`src/rtl/bit_index_iter.sv`:
```
// Iterates over the set bits of an accepted word, emitting one bit index per handshake, LSB first.
// Optional remaining-beat count output dout_left is enabled by defining BIT_INDEX_ITER_CNT_EN.
module bit_index_iter #(
    parameter  int unsigned DATA_WIDTH = 32,
    localparam int unsigned IDX_W      = $clog2(DATA_WIDTH) + 1
) (
    input  logic                  clk,
    input  logic                  reset,
    input  logic [DATA_WIDTH-1:0] din,
    input  logic                  din_valid,
    output logic                  din_ready,
    output logic [IDX_W-1:0]      dout,
    output logic                  dout_valid,
    input  logic                  dout_ready,
`ifdef BIT_INDEX_ITER_CNT_EN
    output logic [IDX_W-1:0]      dout_left,
`endif
    output logic                  dout_last
);

    typedef enum logic [0:0] {
        IDLE = 1'b0,
        ITER = 1'b1
    } state_t;

    state_t                state_q, state_d;
    logic [DATA_WIDTH-1:0] word_q, word_d;
    logic [IDX_W-1:0]      dout_q, dout_d;
    logic                  last_q, last_d;
    logic                  fire;
    logic                  accept;

    // Trailing-zero count; an all-zero word maps to DATA_WIDTH.
    function automatic logic [IDX_W-1:0] ctz(input logic [DATA_WIDTH-1:0] w);
        logic [IDX_W-1:0] idx;
        idx = IDX_W'(DATA_WIDTH);
        for (int i = DATA_WIDTH - 1; i >= 0; i--) begin
            if (w[i]) begin
                idx = IDX_W'(i);
            end
        end
        return idx;
    endfunction

`ifdef BIT_INDEX_ITER_CNT_EN
    logic [IDX_W-1:0] left_q, left_d;

    function automatic logic [IDX_W-1:0] popcount(input logic [DATA_WIDTH-1:0] w);
        logic [IDX_W-1:0] cnt;
        cnt = '0;
        for (int i = 0; i < DATA_WIDTH; i++) begin
            cnt = cnt + IDX_W'(w[i]);
        end
        return cnt;
    endfunction
`endif

    // Next-state and next-output computation; outputs are registered from the next held word.
    always_comb begin
        state_d = state_q;
        word_d  = word_q;
        dout_d  = '0;
        last_d  = 1'b0;
`ifdef BIT_INDEX_ITER_CNT_EN
        left_d  = '0;
`endif

        fire      = (state_q == ITER) && dout_ready;
        din_ready = (state_q == IDLE) || (fire && last_q);
        accept    = din_valid && din_ready;

        if (accept) begin
            state_d = ITER;
            word_d  = din;
        end else if (fire && last_q) begin
            state_d = IDLE;
            word_d  = '0;
        end else if (fire) begin
            word_d  = word_q & (word_q - DATA_WIDTH'(1));
        end

        if (state_d == ITER) begin
            dout_d = ctz(word_d);
            // Zero or one set bit remaining means this is the final beat.
            last_d = ((word_d & (word_d - DATA_WIDTH'(1))) == '0);
`ifdef BIT_INDEX_ITER_CNT_EN
            left_d = popcount(word_d);
`endif
        end
    end

    always_ff @(posedge clk or posedge reset) begin
        if (reset) begin
            state_q <= IDLE;
            word_q  <= '0;
            dout_q  <= '0;
            last_q  <= 1'b0;
`ifdef BIT_INDEX_ITER_CNT_EN
            left_q  <= '0;
`endif
        end else begin
            state_q <= state_d;
            word_q  <= word_d;
            dout_q  <= dout_d;
            last_q  <= last_d;
`ifdef BIT_INDEX_ITER_CNT_EN
            left_q  <= left_d;
`endif
        end
    end

    assign dout_valid = (state_q == ITER);
    assign dout       = dout_q;
    assign dout_last  = last_q;
`ifdef BIT_INDEX_ITER_CNT_EN
    assign dout_left  = left_q;
`endif

endmodule

```
`config.mk`:
```
export PLATFORM = sky130hd
export DESIGN_NAME = bit_index_iter
export DESIGN_NICKNAME = d
export VERILOG_FILES = /design/src/rtl/bit_index_iter.sv
export SDC_FILE = /design/constraint.sdc
export NUM_CORES = 1
export LEC_CHECK = 0
export BUFFER_PORTS_ARGS = -buffer_cell sky130_fd_sc_hd__buf_2
export CAP_MARGIN = 20
export CORE_ASPECT_RATIO = 2
export CORE_MARGIN = 2
export CORE_UTILIZATION = 57
export DETAILED_ROUTE_END_ITERATION = 10
export PLACE_DENSITY = 0.8
export SETUP_SLACK_MARGIN = 0.3
export SLEW_MARGIN = 15
export SYNTH_ARGS = -nofsm -noshare
export SYNTH_HDL_FRONTEND = slang
export SYNTH_SLANG_ARGS = --single-unit
```
`constraint.sdc`:
```
create_clock -name clk -period 4.1 [get_ports clk]
set_clock_uncertainty 0.2 [all_clocks]
set_input_delay 0 -clock clk [delete_from_list [all_inputs] [get_ports clk]]
set_output_delay 0 -clock clk [all_outputs]
set_load 0.1 [all_outputs]
```
# After elaboration in Yosys (flattened, before gate mapping)
# Index checks and enable logic that the tools add are counted.
# W data, S select, Z words.
[totals] reg_bits=40 output_inout_bits=9 word_cells=53
[op_classes] add_sub_neg=2 muxes=39 bitwise=3 reduce_logical=5
[op_table] cell="$mux W6" count=33
[op_table] cell="$mux W32" count=3
[op_table] cell="$and A32 B32 Y32" count=2
[op_table] cell="$sub A32 B1 Y32 const B" count=2
[op_table] cell="$logic_not A32 Y1" count=1
[op_table] cell="$logic_and A1 B1 Y1" count=3
[op_table] cell="$mux W1" count=3
[op_table] cell="$logic_or A1 B1 Y1" count=1
[op_table] cell="$not A1 Y1" count=1

# Logic depth before layout (Yosys ltp)
# Gate-level depths: netlist (run 1).
[logic_depth] depth_word=38 ltp_mapped=12 ltp_nobuf=10

# Least setup slack after synthesis (run 1)
# OpenSTA, ideal clock, no wires.
[synth_timing] path_type="flip-flop to flip-flop" startpoint="reg state_q (netlist: dout_valid)" endpoint="reg last_q (netlist: dout_last)" setup_ns=0.100 arrival_time_ns=3.785 path_slack_ns=0.015 path_stages_with_launch=13 period_less_slack_ns=4.085 cell_sequence="dfrtp_1 -> buf_2 -> a21boi_2 -> inv_2 -> a222oi_1 -> a21oi_1 -> or3_1 -> clkbuf_1 -> nor2_2 -> nand4_1 -> nor4b_1 -> o221ai_1 -> nor4bb_1"
[synth_via] elab_chain_len=9 word_cells_on_any_way=14 cone_classes="add/sub (1); mux (6); bitwise (2); reduce/logical (5)"
[synth_rtl] element="start: declaration" line="26" source="state_t state_q, state_d;"
[synth_rtl] element="start signal: assignment" line="102" source="state_q <= state_d;"
[synth_rtl] element="$logic_and A1 B1 Y1" line="68" source="fire = (state_q == ITER) && dout_ready;"
[synth_rtl] element="$logic_and A1 B1 Y1" line="69" source="din_ready = (state_q == IDLE) || (fire && last_q);"
[synth_rtl] element="$logic_or A1 B1 Y1 *" line="69"
[synth_rtl] element="net din_ready" line="11" source="output logic din_ready,"
[synth_rtl] element="$logic_and A1 B1 Y1 *" line="70" source="accept = din_valid && din_ready;"
[synth_rtl] element="$mux W32" line="72" source="if (accept) begin"
[synth_rtl] element="$sub A32 B1 Y32" line="85" source="last_d = ((word_d & (word_d - DATA_WIDTH'(1))) == '0);"
[synth_rtl] element="$and A32 B32 Y32" line="85"
[synth_rtl] element="$logic_not A32 Y1" line="85"
[synth_rtl] element="$mux W1 *" line="82" source="if (state_d == ITER) begin"
[synth_rtl] element="net last_d" line="29" source="logic last_q, last_d;"
[synth_rtl] element="end signal: assignment" line="105" source="last_q <= last_d;"
[synth_rtl] element="end: declaration" line="29"
# Mark *: on every way through the listed nets, which the timed path passes. The rest lies on a longest branch.

# Worst setup path after layout (run 1)
[layout_timing] startpoint="reg word_q[2]" endpoint="reg last_q (netlist: dout_last)"
[layout_via] elab_chain_len=9
[layout_rtl] element="start: declaration" line="27" source="logic [DATA_WIDTH-1:0] word_q, word_d;"
[layout_rtl] element="start signal: assignment" line="103" source="word_q <= word_d;"
[layout_rtl] element="$sub A32 B1 Y32" line="79" source="word_d = word_q & (word_q - DATA_WIDTH'(1));"
[layout_rtl] element="$and A32 B32 Y32" line="79"
[layout_rtl] element="$mux W32 *" line="78" source="end else if (fire) begin"
[layout_rtl] element="$mux W32 *" line="75" source="end else if (fire && last_q) begin"
[layout_rtl] element="$mux W32 *" line="72"
[layout_rtl] element="$sub A32 B1 Y32" line="85"
[layout_rtl] element="$and A32 B32 Y32 *" line="85"
[layout_rtl] element="$logic_not A32 Y1 *" line="85"
[layout_rtl] element="$mux W1 *" line="82"
[layout_rtl] element="net last_d" line="29"
# Marks and branches as above.

==> results of run 1 <==
[flip-flops by register name (all words and copies together) (netlist names)]
signal	cells
word_q	32
dout	6
dout_last	1
dout_valid	1
[power by group]
group	switching (mW)	total (mW)	internal, mW
logic	1.45	2.32	0.872
clock network	0.138	0.273	0.134
registers	0.147	0.681	0.534
[metal layers]
metal  global-route usage [%]  vias up
li1                         -     1489
met1                     45.7     1536
met2                     61.1      237
met3                     5.94       63
met4                     23.3        0
met5                        0        -
[area by class of cell]
| class | instances | area (µm²) |
|---|---|---|
| sequential | 40 | 1000 |
| tap | 57 | 71.3 |
| clock inverter | 2 | 10.0 |
| inverter | 15 | 56.3 |
| timing repair buffer | 93 | 668 |
| multi-input combinational | 270 | 1750 |
| clock buffer | 6 | 82.6 |
| fill | 343 | 1140 |
[worst max-delay path by stage]
| stage | start | end | slack, ns | cells after the start |
|---|---|---|---|---|
| 2_1_floorplan | dout_valid | dout_last | 0.30 | 12 |
| 3_3_place_gp | word_q[2] | dout_last | 0.42 | 9 |
| 3_5_place_dp | word_q[2] | dout_last | 0.30 | 9 |
| 4_1_cts | word_q[2] | dout_last | 0.34 | 9 |
| 5_1_grt | word_q[2] | dout_last | 0.30 | 9 |
| 6_report | word_q[2] | dout_last | 0.38 | 9 |
[worst reg2reg max path, cell delays in order, from the launching register on]
cell and delay (ns):
dfrtp_1 0.46, or3_1 0.45, or4_4 0.58, or2_1 0.29
o31ai_1 0.32, o221ai_2 0.20, a2111o_1 0.43, a21oi_1 0.15
o221ai_1 0.16, nor4bb_2 0.37
[placed cells by master (no fill, tap or decap), types with 10 or more instances in the layout]
| master | n |
|---|---|
| inv_1 | 14 |
| nor4_1 | 11 |
| dlygate4sd3_1 | 32 |
| a21oi_1 | 10 |
| nor3_1 | 24 |
| a32o_1 | 10 |
| nor2_1 | 27 |
| buf_2 | 44 |
| dfrtp_1 | 39 |
| nand2_1 | 42 |
| buf_4 | 17 |
| nand4_1 | 10 |
| o21ai_0 | 20 |
| nand3_1 | 11 |
[logic make-up (layout without fill, tap and decap cells)]
logic type,count (synthesis),in the layout
AO/OA/AOI/OAI,93,93
AND/OR/NAND/NOR,176,176
adder cells (fa/ha/maj),1,1
flip-flops,40,40
buffers and inverters,25,116
[metrics by stage]
step	hold WS (ns)	cell area (µm²)	util (%)
final	0.0321	3640	76.2
after global routing	0.0190	3640	76.2
after CTS	0.00456	3550	74.4
after detailed placement	-0.0475	3130	65.6
after global placement	-0.0502	3130	65.6
after floorplan	-0.0328	2790	-
[timing repair]
item                       CTS  global route
pin swaps                    0             3
buffers inserted             0             5
setup endpoints to repair    1             1
hold buffers                32             0
hold endpoints to repair    72             0
gates resized for setup      1            10
gates cloned                 0             0
==> flow_summary_export.csv, run 1 <==
group,metric,value,unit
placed_design,hpwl,7000,µm
sta,drv_slew,0,
routing,highest_layer,"met4",
synth,yosys-top-cells-area,"dfrtp_1, nand2_1, nor3_1, nor2_1, a32o_1",
cells_and_area,final_cells,483,
setup_path,rr_endpoint,"dout_last",
cells_and_area,syn_to_final_growth,30.4,%
clock_tree,clock_latency,0.29,ns
cells_and_area,final_layout_size_suffix_gt1_share,23.2,%
sta,finalSetupTns,0,ns
setup_path,crit_slowest_cell,"or4_4",
sta,hold_viol,0,
synth,synth_fp_nets,371,
synth,synth_seq_cells,40,
global_route,grtUsageTotal,37.8,%
setup_path,max_stage_delay,0.58,ns
setup_path,cp_data_arrival_time,3.70,ns
global_route,grt_pass1_wl,15200,µm
synth,avgSynthCellArea,8.33,µm²
synth,synth_warnings,0,
setup_path,r2r_slack,0.38,ns
sta,fin_ws,0.384,ns
sta,setup_viol,0,
global_route,grt_pass1_vias,3134,
pwr,p_total,3.28,mW
synth,synthSimpleGateAreaFrac,35.3,%
floorplanning,die_area,5500,µm²
global_route,grt-ovfl-total,0,
synth,synth_edf_count,0,
global_route,grt_max_degree,41,
sta,clock.fmax,269,MHz
setup_path,path_delay_family,"simple AND/OR/NAND/NOR gates",
sta,tightest_slew,0.732,ns
clock_tree,cts_buffers,5,
sta,timing.slew.headroom,50.6,%
synth,synth_flop_cell,"dfrtp_1",
routing,finalWirelength,10100,µm
pwr,vdd_ir_drop_max,0.000849,V
min_path,min_path_type,"in -> reg",
setup_path,cp_num_buf_inv,0,
setup_path,end_kind,"flip-flop",
synth,synthXorXnorAreaFrac,0,%
placed_design,portBuffers,44,
synth,seq_area_frac_synth,35.9,%
floorplanning,die_y,103,µm
clock_tree,cts_sinks,40,
routing,wire_per_inst,21.0,µm
cells_and_area,layout.nets,461,
floorplanning,die_w,53.5,µm
routing,drc,0,
setup_path,critPathLaunchType,"flip-flop",
setup_path,required,4.08,ns
global_route,antenna_found_initial,0,
clock_tree,htreeDepth,2,
floorplanning,fp-row-count,36,
synth,synth_fa_ha_area_share,0.359,%
routing,num_vias,3325,
routing,wl_met1,3710,µm
synth,synth_compound_area_share,24.9,%
placed_design,dp_cells,438,
sta,timing.final.crit_period,3.72,ns
synth,syn_area,2790,µm²
pwr,power_leakage,1.64,nW
synth,synth_most_common_cell,"nand2_1",
floorplanning,core_area,4770,µm²
routing,drt-vias-per-instance,6.88,
routing,drt_pass1_iterations,6,
synth,synth_top_family_by_area,"simple AND/OR/NAND/NOR gates",
min_path,worstHoldStart,"din_valid",
setup_path,cp_cell_sequence,"or3_1, or4_4, or2_1, o31ai_1, o221ai_2, a2111o_1, a21oi_1, o221ai_1, nor4bb_2",
sta,rsz0062_at_grt,"no",
status,status,"completed",
clock_tree,clock_path_buffers,2,
placed_design,place_ws,0.296,ns
routing,ant_nets,0,
cells_and_area,antenna_cells,0,
synth,synthTopCellsByCount,"nand2_1, dfrtp_1, nor2_1, nor3_1, o21ai_0",
routing,first_iter_violations,236,
routing,wl_met3,815,µm
flow_run,max-cap-violations,0,
floorplanning,start_util,58.4,%
setup_path,worstSetupPathType,"reg -> reg",
synth,syn-instance-count,335,
synth,synth_top_area_share,35.9,%
setup_path,worstPathMaxFanout,6,
synth,synth.mux.area_fraction,0,%
clock_tree,cts_tree,"built",
synth,synth.distinct_cells,66,
sta,fin_crit_sh,90.6,%
min_path,holdPathStages,3,
pwr,power_density,900,nW/µm²
min_path,holdPathEnd,"dout_valid",
routing,wl_met2,4990,µm
clock_tree,path_clk_slew,0.08,ns
setup_path,ff2ff_path_depth,9,
clock_tree,root_buffer,"clkbuf_8",
synth,async_flop_share,100,%
floorplanning,ios,45,
placed_design,gp_congestion,1.02,
setup_path,r2r_start,"word_q[2]",
synth,synth_largest_area_cell,"dfrtp_1",
Power figures use the tool's default switching activity.
==> run 2, diff against run 1 <==
Settings changed: CORE_ASPECT_RATIO 2 to 1.1, CTS_CLUSTER_SIZE set to 30.
==> flow_summary_export.csv, run 2 (synthesis gave the netlist of run 1 again) <==
group,metric,value,unit
routing,wire_per_inst,19.6,µm
setup_path,worstPathMaxFanout,7,
placed_design,portBuffers,44,
sta,rsz0062_at_grt,"yes",
cells_and_area,mostFrequentLayoutCell,"buf_2",
sta,setup_viol,0,
routing,drt_pass1_iterations,5,
routing,drc,0,
flow_run,max-cap-violations,0,
cells_and_area,largest_reg_flops,32,
floorplanning,die_w,70.7,µm
floorplanning,die_area,5470,µm²
placed_design,hpwl,6700,µm
clock_tree,cts_buffers,5,
global_route,grt-ovfl-total,0,
cells_and_area,layout.nets,455,
pwr,vdd_ir_drop_max,0.000715,V
setup_path,end_kind,"flip-flop",
routing,finalWirelength,9330,µm
sta,hold_viol,0,
clock_tree,cts_sinks,40,
routing,ant_nets,0,
global_route,antenna_found_initial,0,
cells_and_area,layout_common_cells,"buf_2, nand2_1, dfrtp_1, dlygate4sd3_1, nor2_1",
clock_tree,path_clk_slew,0.08,ns
clock_tree,clock_latency,0.30,ns
cells_and_area,antenna_cells,0,
setup_path,critPathLaunchType,"flip-flop",
routing,num_vias,3216,
floorplanning,fp-row-count,26,
cells_and_area,design_area,3560,µm²
status,status,"completed",
pwr,p_total,3.14,mW
sta,finalSetupTns,0,ns
floorplanning,core_area,4680,µm²
floorplanning,ios,45,
sta,clock.fmax,274,MHz
floorplanning,die_y,77.4,µm
sta,timing.final.crit_period,3.65,ns
clock_tree,clock_path_buffers,2,
sta,fin_crit_sh,89.0,%
cells_and_area,final_cells,476,
clock_tree,cts_tree,"built",
floorplanning,start_util,59.6,%
global_route,grt_pass1_wl,15100,µm
placed_design,dp_cells,436,
routing,first_iter_violations,444,
min_path,worstHoldStart,"din[17]",
cells_and_area,regMostFlops,"word_q",
cells_and_area,syn_to_final_growth,27.6,%
sta,drv_slew,0,
setup_path,cp_data_arrival_time,3.66,ns
cells_and_area,fin_util,76.0,%
clock_tree,root_buffer,"clkbuf_8",
cells_and_area,final_layout_size_suffix_gt1_share,20.7,%
sta,timing.slew.headroom,34.7,%
setup_path,r2r_start,"dout_last",
setup_path,worstSetupPathType,"reg -> reg",
setup_path,required,4.11,ns
routing,drt-vias-per-instance,6.76,
global_route,grt_pass1_vias,3025,
clock_tree,htreeDepth,2,
sta,tightest_slew,0.968,ns
global_route,grtUsageTotal,35.1,%
setup_path,cp-startpoint,"dout_last",
global_route,grt_max_degree,41,
placed_design,gp_congestion,0.971,
min_path,min_path_type,"in -> reg",
clock_tree,cts_setup_buffers,0,
placed_design,place_area,3120,µm²
pwr,power_density,880,nW/µm²
pwr,power_leakage,1.59,nW
run 2: timing repair:
action | CTS | global route
resized for setup | 0 | 5
setup endpoints to repair | 0 | 2
hold buffers | 32 | 0
endpoints found under the hold margin | 72 | 0
run 2: final timing paths:
| check | end | slack [ns] | cells past startpoint |
|---|---|---|---|
| max | dout_last | 0.45 | 10 |
| min | word_q[17] | 0.003 | 2 |
| max reg2reg | dout_last | 0.45 | 10 |
| min reg2reg | word_q[26] | 0.42 | 1 |
| max in group asynchronous | dout_valid | 3.14 | 4 |
| min in group asynchronous | word_q[4] | 0.16 | 4 |
run 2: final cells by class:
cell class / instances / area [µm²]
multi-input cells: 270 / 1720
fillers: 358 / 1120
flip-flops and latches: 40 / 1000
repair buffers: 87 / 623
clock buffers: 8 / 90.1
well taps: 56 / 70.1
inverters: 15 / 56.3
run 2: critical path, cell delays in order (launching register included):
cell and delay [ns]:
dfrtp_1 0.50, a21boi_2 0.39, inv_2 0.09, a222oi_1 0.33, a21oi_1 0.22, or3_1 0.49, nor2_2 0.32, nand4_1 0.21
nor4b_1 0.35, o221ai_1 0.18, nor4bb_1 0.27
run 2: routing by layer:
layer / wire, µm / track usage (%) / part of all wire (%) / up-vias
met4: 223 / 12.6 / 2.4 / 0
met5: 0 / 0 / 0 / -
li1: - / - / - / 1475
met1: 3790 / 50.1 / 41 / 1486
met3: 1020 / 6.49 / 11 / 26
met2: 4300 / 53.4 / 46 / 229
run 2: stage by stage:
step | hold WS [ns] | setup WS, ns
floorplan | -0.0328 | 0.303
global placement | -0.0475 | 0.496
detailed placement | -0.0376 | 0.359
CTS | 0.00278 | 0.333
global route | 0.00686 | 0.265
finish | 0.00346 | 0.449
run 2: power breakdown:
| group | switching, mW | internal, mW | total [mW] |
|---|---|---|---|
| clock network | 0.142 | 0.137 | 0.280 |
| registers | 0.145 | 0.534 | 0.679 |
| logic | 1.39 | 0.790 | 2.18 |
| total | 1.67 | 1.46 | 3.14 |
